<file path="config.mk">
export PLATFORM = sky130hd
export DESIGN_NAME = buffer_load_ctrl
export DESIGN_NICKNAME = d
export VERILOG_FILES = /design/src/rtl/buffer_ctrl_pkg.sv /design/src/rtl/buffer_idle_timer.sv /design/src/rtl/buffer_load_ctrl.sv
export SDC_FILE = /design/constraint.sdc
export NUM_CORES = 1
export LEC_CHECK = 0
export ABC_AREA = 1
export BUFFER_PORTS_ARGS = -buffer_cell sky130_fd_sc_hd__buf_2
export CAP_MARGIN = 10
export CELL_PAD_IN_SITES_DETAIL_PLACEMENT = 1
export CELL_PAD_IN_SITES_GLOBAL_PLACEMENT = 2
export CORE_MARGIN = 1.5
export CORE_UTILIZATION = 25
export DETAILED_ROUTE_END_ITERATION = 8
export PLACE_DENSITY = 0.79
export SYNTH_ARGS = -nofsm -noshare
export SYNTH_HDL_FRONTEND = slang
export SYNTH_SLANG_ARGS = --single-unit
</file>
<file path="constraint.sdc">
create_clock -name clk -period 4.49 [get_ports clk]
set_input_delay 0.6735 -clock clk [delete_from_list [all_inputs] [get_ports clk]]
set_output_delay 0.6735 -clock clk [all_outputs]
set_load 0.005 [all_outputs]
</file>
<file path="src/rtl/buffer_ctrl_pkg.sv">
// buffer_ctrl_pkg: shared types, default geometry and helpers for the input buffer sequencer
package buffer_ctrl_pkg;
  typedef enum logic [1:0] {IDLE, LOAD, DRAIN, DONE} state_t;
  localparam int DW = 4;
  localparam int DOS = 4;
  localparam int INS = 4;
  localparam int OUTS = 3;
  localparam int CW = 16;
  localparam int WORD_W = INS * DOS * DW;
  function automatic int unsigned popcount(input logic [OUTS-1:0] v);
    int unsigned n;
    n = 0;
    for (int i = 0; i < OUTS; i++) n = n + 32'(v[i]);
    return n;
  endfunction
endpackage

</file>
<file path="src/rtl/buffer_idle_timer.sv">
// buffer_idle_timer: counts consecutive idle cycles and flags the one that reaches TIMEOUT
module buffer_idle_timer #(
  parameter int TIMEOUT = 64
) (
  input  logic clk,
  input  logic rst,
  input  logic clr,
  input  logic en,
  output logic expired
);
  localparam int TW = $clog2(TIMEOUT + 1);
  logic [TW-1:0] cnt;
  always_ff @(posedge clk or posedge rst)
    if (rst) cnt <= '0;
    else if (clr) cnt <= '0;
    else if (en) cnt <= cnt + TW'(1);
  // combinational so the FSM leaves on the edge that completes the TIMEOUT-th idle cycle
  assign expired = en && (cnt == TW'(TIMEOUT - 1));
endmodule

</file>
<file path="src/rtl/buffer_load_ctrl.sv">
// buffer_load_ctrl: handshakes input words into the convolution buffer and tracks job completion
module buffer_load_ctrl
  import buffer_ctrl_pkg::*;
#(
  parameter int DATA_WIDTH = DW,
  parameter int DATA_OF_SET = DOS,
  parameter int IN_NUM_OF_SET = INS,
  parameter int OUT_NUM_OF_SET = OUTS,
  parameter int CNT_WIDTH = CW,
  parameter int TIMEOUT = 64
) (
  input  logic                                           clk,
  input  logic                                           rst,
  input  logic                                           start,
  input  logic [CNT_WIDTH-1:0]                           cfg_in_words,
  input  logic [CNT_WIDTH-1:0]                           cfg_out_sets,
  input  logic                                           s_valid,
  output logic                                           s_ready,
  input  logic [IN_NUM_OF_SET*DATA_OF_SET*DATA_WIDTH-1:0] s_data,
  output logic                                           buf_wen,
  output logic [IN_NUM_OF_SET*DATA_OF_SET*DATA_WIDTH-1:0] buf_din,
  input  logic                                           buf_full,
  input  logic [OUT_NUM_OF_SET-1:0]                      buf_valid,
  output logic                                           busy,
  output logic                                           done,
  output logic                                           err_timeout,
  output logic [CNT_WIDTH-1:0]                           in_cnt,
  output logic [CNT_WIDTH-1:0]                           out_cnt
);
  state_t state, state_nxt;
  logic [CNT_WIDTH-1:0] cfg_in, cfg_out, out_nxt;
  logic [CNT_WIDTH:0] out_sum;
  logic load, drain, in_end, out_end, expired;
  assign load = state == LOAD;
  assign drain = state == DRAIN;
  assign out_sum = {1'b0, out_cnt} + (CNT_WIDTH + 1)'(popcount(buf_valid));
  assign out_nxt = out_sum[CNT_WIDTH] ? '1 : out_sum[CNT_WIDTH-1:0];
  assign in_end = (in_cnt == cfg_in) || (buf_wen && (in_cnt + CNT_WIDTH'(1) == cfg_in));
  assign out_end = out_nxt >= cfg_out;
  buffer_idle_timer #(.TIMEOUT(TIMEOUT)) u_timer (
    .clk(clk),
    .rst(rst),
    .clr(!drain || (|buf_valid)),
    .en(drain && !(|buf_valid)),
    .expired(expired)
  );
  always_ff @(posedge clk or posedge rst)
    if (rst) state <= IDLE;
    else state <= state_nxt;
  always_comb begin
    state_nxt = state;
    unique case (state)
      IDLE:  state_nxt = start ? LOAD : IDLE;
      LOAD:  state_nxt = in_end ? DRAIN : LOAD;
      DRAIN: state_nxt = (out_end || expired) ? DONE : DRAIN;
      DONE:  state_nxt = IDLE;
      default: state_nxt = IDLE;
    endcase
  end
  always_comb begin
    s_ready = load && !buf_full && (in_cnt != cfg_in);
    buf_wen = s_valid && s_ready;
    buf_din = load ? s_data : '0;
    busy = load || drain;
    done = state == DONE;
  end
  always_ff @(posedge clk or posedge rst)
    if (rst) begin
      cfg_in <= '0;
      cfg_out <= '0;
      in_cnt <= '0;
      out_cnt <= '0;
      err_timeout <= 1'b0;
    end else if (state == IDLE && start) begin
      cfg_in <= cfg_in_words;
      cfg_out <= cfg_out_sets;
      in_cnt <= '0;
      out_cnt <= '0;
      err_timeout <= 1'b0;
    end else begin
      if (buf_wen) in_cnt <= in_cnt + CNT_WIDTH'(1);
      if (load || drain) out_cnt <= out_nxt;
      if (expired) err_timeout <= 1'b1;
    end
endmodule

</file>
==> results of run 1 <==
-- power by group --
part           internal, mW  switching, mW  total (mW)
clock                 0.503          0.323       0.826
combinational         0.570          0.974        1.54
sequential            0.854          0.141       0.995
-- layout by cell type, fill, tap and decap left out, types with 3 or more instances in the layout --
master / Yosys / layout
buf_2: 3 / 204
o21ai_0: 55 / 55
a21oi_1: 25 / 25
nand3_1: 28 / 28
nand4_1: 7 / 7
nor3_1: 6 / 6
clkbuf_16: 0 / 9
inv_1: 163 / 161
nor2_2: 8 / 8
dfrtp_1: 74 / 74
nand3_2: 5 / 5
ha_1: 26 / 25
nor2_4: 3 / 3
o21ai_1: 6 / 6
nor2_1: 60 / 60
buf_4: 2 / 4
nand2_2: 3 / 3
xnor2_1: 4 / 4
inv_2: 3 / 4
nand2_1: 239 / 239
xor2_1: 16 / 16
o22ai_1: 5 / 5
-- kinds of logic (layout without fill, tap and decap cells) --
group,after synthesis,after routing
simple gates,367,367
other cells,0,1
buf+inv,186,391
fa+ha+maj,28,28
xor+xnor,20,20
flops,74,74
compound gates,95,95
-- state kept, by name (all words and copies together), names as in the netlist --
name	count
in_cnt	16
out_cnt	16
u_timer.cnt	7
cfg_in	16
cfg_out	16
state	2
err_timeout	1
-- worst register-to-register path, cell delays in order, from the launching register on --
cell and delay [ns]:
dfrtp_1 0.42, fa_1 0.50, ha_1 0.18, fa_1 0.22, nand2_1 0.08, nor2_2 0.14
nand3_2 0.10, nor2_2 0.18, nand4_1 0.14, inv_1 0.31, nor2_1 0.12, inv_1 0.08
ha_1 0.23, a21oi_1 0.14, o21ai_0 0.10, nand2_1 0.07, o211ai_1 0.08, nand2_1 0.07
nand4_1 0.07, nand2_1 0.07, nand2_1 0.05, nand2_1 0.06, nand2_1 0.04
-- final timing paths --
check / end / slack (ns) / depth (start not counted)
worst max-delay path: state[0] / 0.91 / 23
worst min-delay path: u_timer.cnt[0] / 0.46 / 1
worst max register to register: state[0] / 0.95 / 22
worst min register to register: u_timer.cnt[0] / 0.46 / 1
max in group asynchronous: out_cnt[12] / 3.12 / 3
min in group asynchronous: cfg_in[15] / 0.52 / 2
-- area by class of cell --
| type | instances | area [um^2] |
|---|---|---|
| Fill cell | 2672 | 13500 |
| Multi-Input combinational cell | 510 | 2620 |
| Sequential cell | 74 | 1850 |
| Timing Repair Buffer | 208 | 1050 |
| Inverter | 167 | 633 |
| Tap cell | 270 | 338 |
| Clock buffer | 10 | 239 |
| Clock inverter | 6 | 88.8 |
| Antenna cell | 1 | 2.50 |
-- metrics by stage --
step	setup WS, ns	area, um^2
2_1_floorplan	1.03	5190
3_3_place_gp	0.634	6490
3_5_place_dp	0.534	6490
4_1_cts	0.909	6820
5_1_grt	0.483	6820
6_report	0.909	6820
-- layer usage --
| layer | share of wire | up-vias |
|---|---|---|
| li1 | - | 2724 |
| met1 | 0.46 | 2389 |
| met2 | 0.50 | 78 |
| met3 | 0.034 | 13 |
| met4 | 0.010 | 0 |
| met5 | 0 | - |
==> results.cfg, run 1 <==
[logic_synthesis]
syn_inst = 770
yosysTopAreaCellShare = 0.357
synth_top_family_by_area = simple AND/OR/NAND/NOR gates
synthXorXnorAreaFrac = 0.0338
synth_area_um2 = 5190
yosys_warnings = 0
synth-simple-area-share = 0.304
yosysSeqAreaShare = 0.357
synth_nets = 902
async_flop_share = 1.00
synth_cell_type_count = 35
synth_flop_cell = dfrtp_1
synthMuxAreaShare = 0
synth_compound_area_frac = 0.0953
synth.most_common_cell = nand2_1
synth_commonest_cells = nand2_1, inv_1, dfrtp_1
synthAdderAreaFrac = 0.0704
synth-seq-cells = 74
synth_edf_count = 0
synth_area_leaders = dfrtp_1, nand2_1, inv_1
yosys.area.top_type = dfrtp_1
avgSynthCellArea_um2 = 6.74

[placement]
portBuffers = 204
hpwl_um = 13600
numPlacedInstances = 1229
gp_congestion = 0.833

[finish]
final_cell_count_no_fill = 1246
drive_gt1_frac = 0.264
syn2layout_area_growth_pct = 31.5
nets = 1102
final_util = 0.336

[cts]
ctsHoldBuffers = 0
insertion_delay_ns = 0.36
cts.clk_slew.worst_paths_ns = 0.07
cts_tree = done
cts_setup_buffers = 0
clockRootBuffer = clkbuf_16
htreeDepth = 3
cts-buffers-inserted = 9
cts-resized-gates = 0
cts_buffer_depth = 2
cts_sinks = 74

[global_routing]
grt_usage = 0.166
grt_max_degree = 68
antenna_found_initial = 1
met3_usage = 0.0354
use_met2 = 0.288
grt_pass1_vias = 5337
gr-usage-met1 = 0.211
top_usage_layer = met2
grt-ovfl-total = 0
grt_pass1_wl_um = 28200

[pwr]
worst_ir_drop_vdd_uv = 166
powerDensity_nw_per_um2 = 494
leakage_nw = 4.13
p_total_mw = 3.37

[hold_path]
hp-start = u_timer.cnt[0]
hp-class = register to register

[floorplan]
die_x_um = 147
dieHeight_um = 147
fp.dieArea_um2 = 21600
initial_core_util = 0.255
rows = 52
ios = 205
core_um2 = 20300

[worst_setup_path]
cpMaxStageDelayCell = fa_1
worst_r2r_startpoint = out_cnt[0]
critPathLaunch = buf_valid[0]
startpoint_type = primary input
critPathBufInv = 3
path_common_cell = nand2_1
critPathArrivalTime_ns = 3.83
cp-end-kind = register
crit_chain = buf_2 -> fa_1 -> ha_1 -> fa_1 -> nand2_1 -> nor2_2 -> nand3_2 -> nor2_2 -> nand4_1 -> inv_1 -> nor2_1 -> inv_1 -> ha_1 -> a21oi_1 -> o21ai_0 -> nand2_1 -> o211ai_1 -> nand2_1 -> nand4_1 -> nand2_1 -> nand2_1 -> nand2_1 -> nand2_1
crit_family = simple AND/OR/NAND/NOR gates
cp_data_required_time_ns = 4.74
critPathMaxStageDelay_ns = 0.54
critPathKind = primary input to register
crit_fanout = 11

[sta]
period_share = 0.797
rsz0062_at_grt = false
period_needed_ns = 3.58
setup_viol = 0
fin_skew_ns = 0.00876
max_slew_margin = 0.340
fmax_mhz = 279
hold_viol = 0
finalSetupTns_ns = 0
worstMarginPinSlew_ns = 0.989
holdWs_ns = 0.462
slew_viol_final = 0

[route]
ant_nets = 0
route.detailed.drc = 0
routed_wl_um = 17500
drtIter0Drc = 205
first_pass_iters = 5
vias_per_cell = 4.18
wire_per_inst_um = 14.1
dr_total_vias = 5204

[run_status]
status = finished clean

[run]
drv_cap = 0
No activity file was read; power rests on OpenSTA's default activity.
==> run 2: changes to the inputs <==
Settings changed: CORE_UTILIZATION 25 to 23, PLACE_DENSITY 0.79 to 0.76.
Clock period 4.49 ns to 3.15 ns, I/O delays scaled along.
==> run 2 against run 1 <==
  * The run now ends with DRC, setup timing left
  * Worst setup slack got worse by 1.2 ns
  * Cell area grew 5.0%
  * Clock-buffer cell count fell by 1
  * Non-clock buffer count up 23
  * Register-to-register slack got worse by 1.2 ns
  * Combinational power increased by 53%
  * Critical path depth shrank 2
  * Routed wire length grew 5.1%
==> results.cfg, run 2 (same netlist as run 1, synthesis figures left out) <==
[worst_setup_path]
endpoint = state[0]
critPathLaunch = out_cnt[0]
crit_fanout = 6
worst_r2r_startpoint = out_cnt[0]
path_common_cell = nand2_1
timing.rr.end = state[0]
critPathMaxStageDelay_ns = 0.49
path_depth = 21
critPathBufInv = 3
reg2reg_depth = 21
cpMaxStageDelayCell = fa_1
critPathKind = register to register
startpoint_type = register
crit_chain = fa_1 -> ha_2 -> fa_2 -> nand2_2 -> nor2_2 -> nand3_2 -> nor2_4 -> nand4_1 -> buf_4 -> inv_4 -> nor2_1 -> inv_1 -> ha_1 -> a21oi_1 -> o21ai_1 -> a21oi_2 -> nand4_1 -> nand2_1 -> nand2_1 -> nand2_1 -> nand2_1
crit_family = adder cells
cp_data_required_time_ns = 3.39
critPathArrivalTime_ns = 3.64
cp-end-kind = register
r2r_slack_ns = -0.25

[global_routing]
grt_usage = 0.162
top_usage_layer = met2
grt_pass1_vias = 5721
grt-ovfl-total = 0
use_met2 = 0.280
grt_max_degree = 65
met3_usage = 0.0329
gr-usage-met1 = 0.205
antenna_found_initial = 1
grt_pass1_wl_um = 30200

[finish]
final_util = 0.326
syn2layout_area_growth_pct = 38.1
nFillCells = 2795
mostFrequentLayoutCell = nand2_1
drive_gt1_frac = 0.299
final_cell_mix = nand2_1, buf_2, inv_1
nets = 1126
fin_area_um2 = 7160

[route]
routed_wl_um = 18400
route.detailed.drc = 8
wire_per_inst_um = 14.4
drtIter0Drc = 200
vias_per_cell = 4.20
ant_nets = 0
first_pass_iters = 6
dr_total_vias = 5378

[sta]
fmax_mhz = 294
max_slew_margin = 0.553
period_needed_ns = 3.40
hold_viol = 0
slew_viol_final = 0
worstMarginPinSlew_ns = 0.670
rsz0062_at_grt = true
setup_viol = 1
period_share = 1.08
fin_skew_ns = 0.00610
finalSetupTns_ns = -0.247
setup_slack_ns = -0.247

[placement]
hpwl_um = 14300
portBuffers = 204
place_area_um2 = 6620
gp_congestion = 0.815

[cts]
clockRootBuffer = clkbuf_16
cts_tree = done
cts.clk_slew.worst_paths_ns = 0.06
cts_buffer_depth = 2
cts-buffers-inserted = 9
insertion_delay_ns = 0.35
htreeDepth = 3
cts_sinks = 74

[pwr]
powerDensity_nw_per_um2 = 697
worst_ir_drop_vdd_uv = 260
leakage_nw = 4.27
p_total_mw = 4.99

[run]
drv_cap = 0

[floorplan]
rows = 54
fp.dieArea_um2 = 23500
initial_core_util = 0.236
ios = 205
core_um2 = 22000
dieHeight_um = 153
die_x_um = 153

[run_status]
status = finished with violations
violations = DRC, setup timing

[hold_path]
hp-class = primary input to async pin
-- run 2: cell type report --
class	count	area, um^2	area share
Sequential cell	74	1850	0.259
Tap cell	280	350	0.0489
Multi-Input combinational cell	510	2740	0.382
Inverter	167	636	0.0887
Timing Repair inverter	1	7.51	0.00105
Timing Repair Buffer	231	1240	0.173
Antenna cell	1	2.50	0.000349
Clock inverter	7	118	0.0164
Clock buffer	9	225	0.0314
-- run 2: metrics by stage --
stage               setup WS [ns]  hold slack, ns  cells
global route               -0.535           0.246   1280
finish                     -0.247           0.196   1280
detailed placement         -0.557           0.460   1250
global placement           -0.527           0.450   1250
floorplan                 -0.0503           0.429    770
CTS                        -0.211           0.219   1271
-- run 2: where the power goes --
part | internal [mW] | total [mW] | switching, mW | leakage [nW]
sequential | 1.22 | 1.42 | 0.202 | 0.974
combinational | 0.886 | 2.36 | 1.47 | 3.14
clock | 0.772 | 1.21 | 0.441 | 0.158
-- run 2: worst min-delay path by stage --
stage,from,to,slack [ns],cells after the start
after floorplan,u_timer.cnt[0],u_timer.cnt[0],0.43,1
after global placement,u_timer.cnt[0],u_timer.cnt[0],0.45,1
after detailed placement,u_timer.cnt[0],u_timer.cnt[0],0.46,1
after CTS,rst,cfg_in[11],0.22,2
after global routing,rst,cfg_in[14],0.25,2
final,rst,cfg_in[11],0.20,2
-- run 2: what timing repair did --
item,CTS,global route
setup endpoints to repair,1,1
setup buffers,5,7
cloned,0,1
hold buffers,0,0
pin swaps,4,12
resized for setup,9,15
-- run 2: per-layer routing --
| metal | part of all wire | vias to the layer above |
|---|---|---|
| li1 | - | 2768 |
| met1 | 0.46 | 2512 |
| met2 | 0.49 | 82 |
| met3 | 0.033 | 16 |
| met4 | 0.011 | 0 |
| met5 | 0 | - |
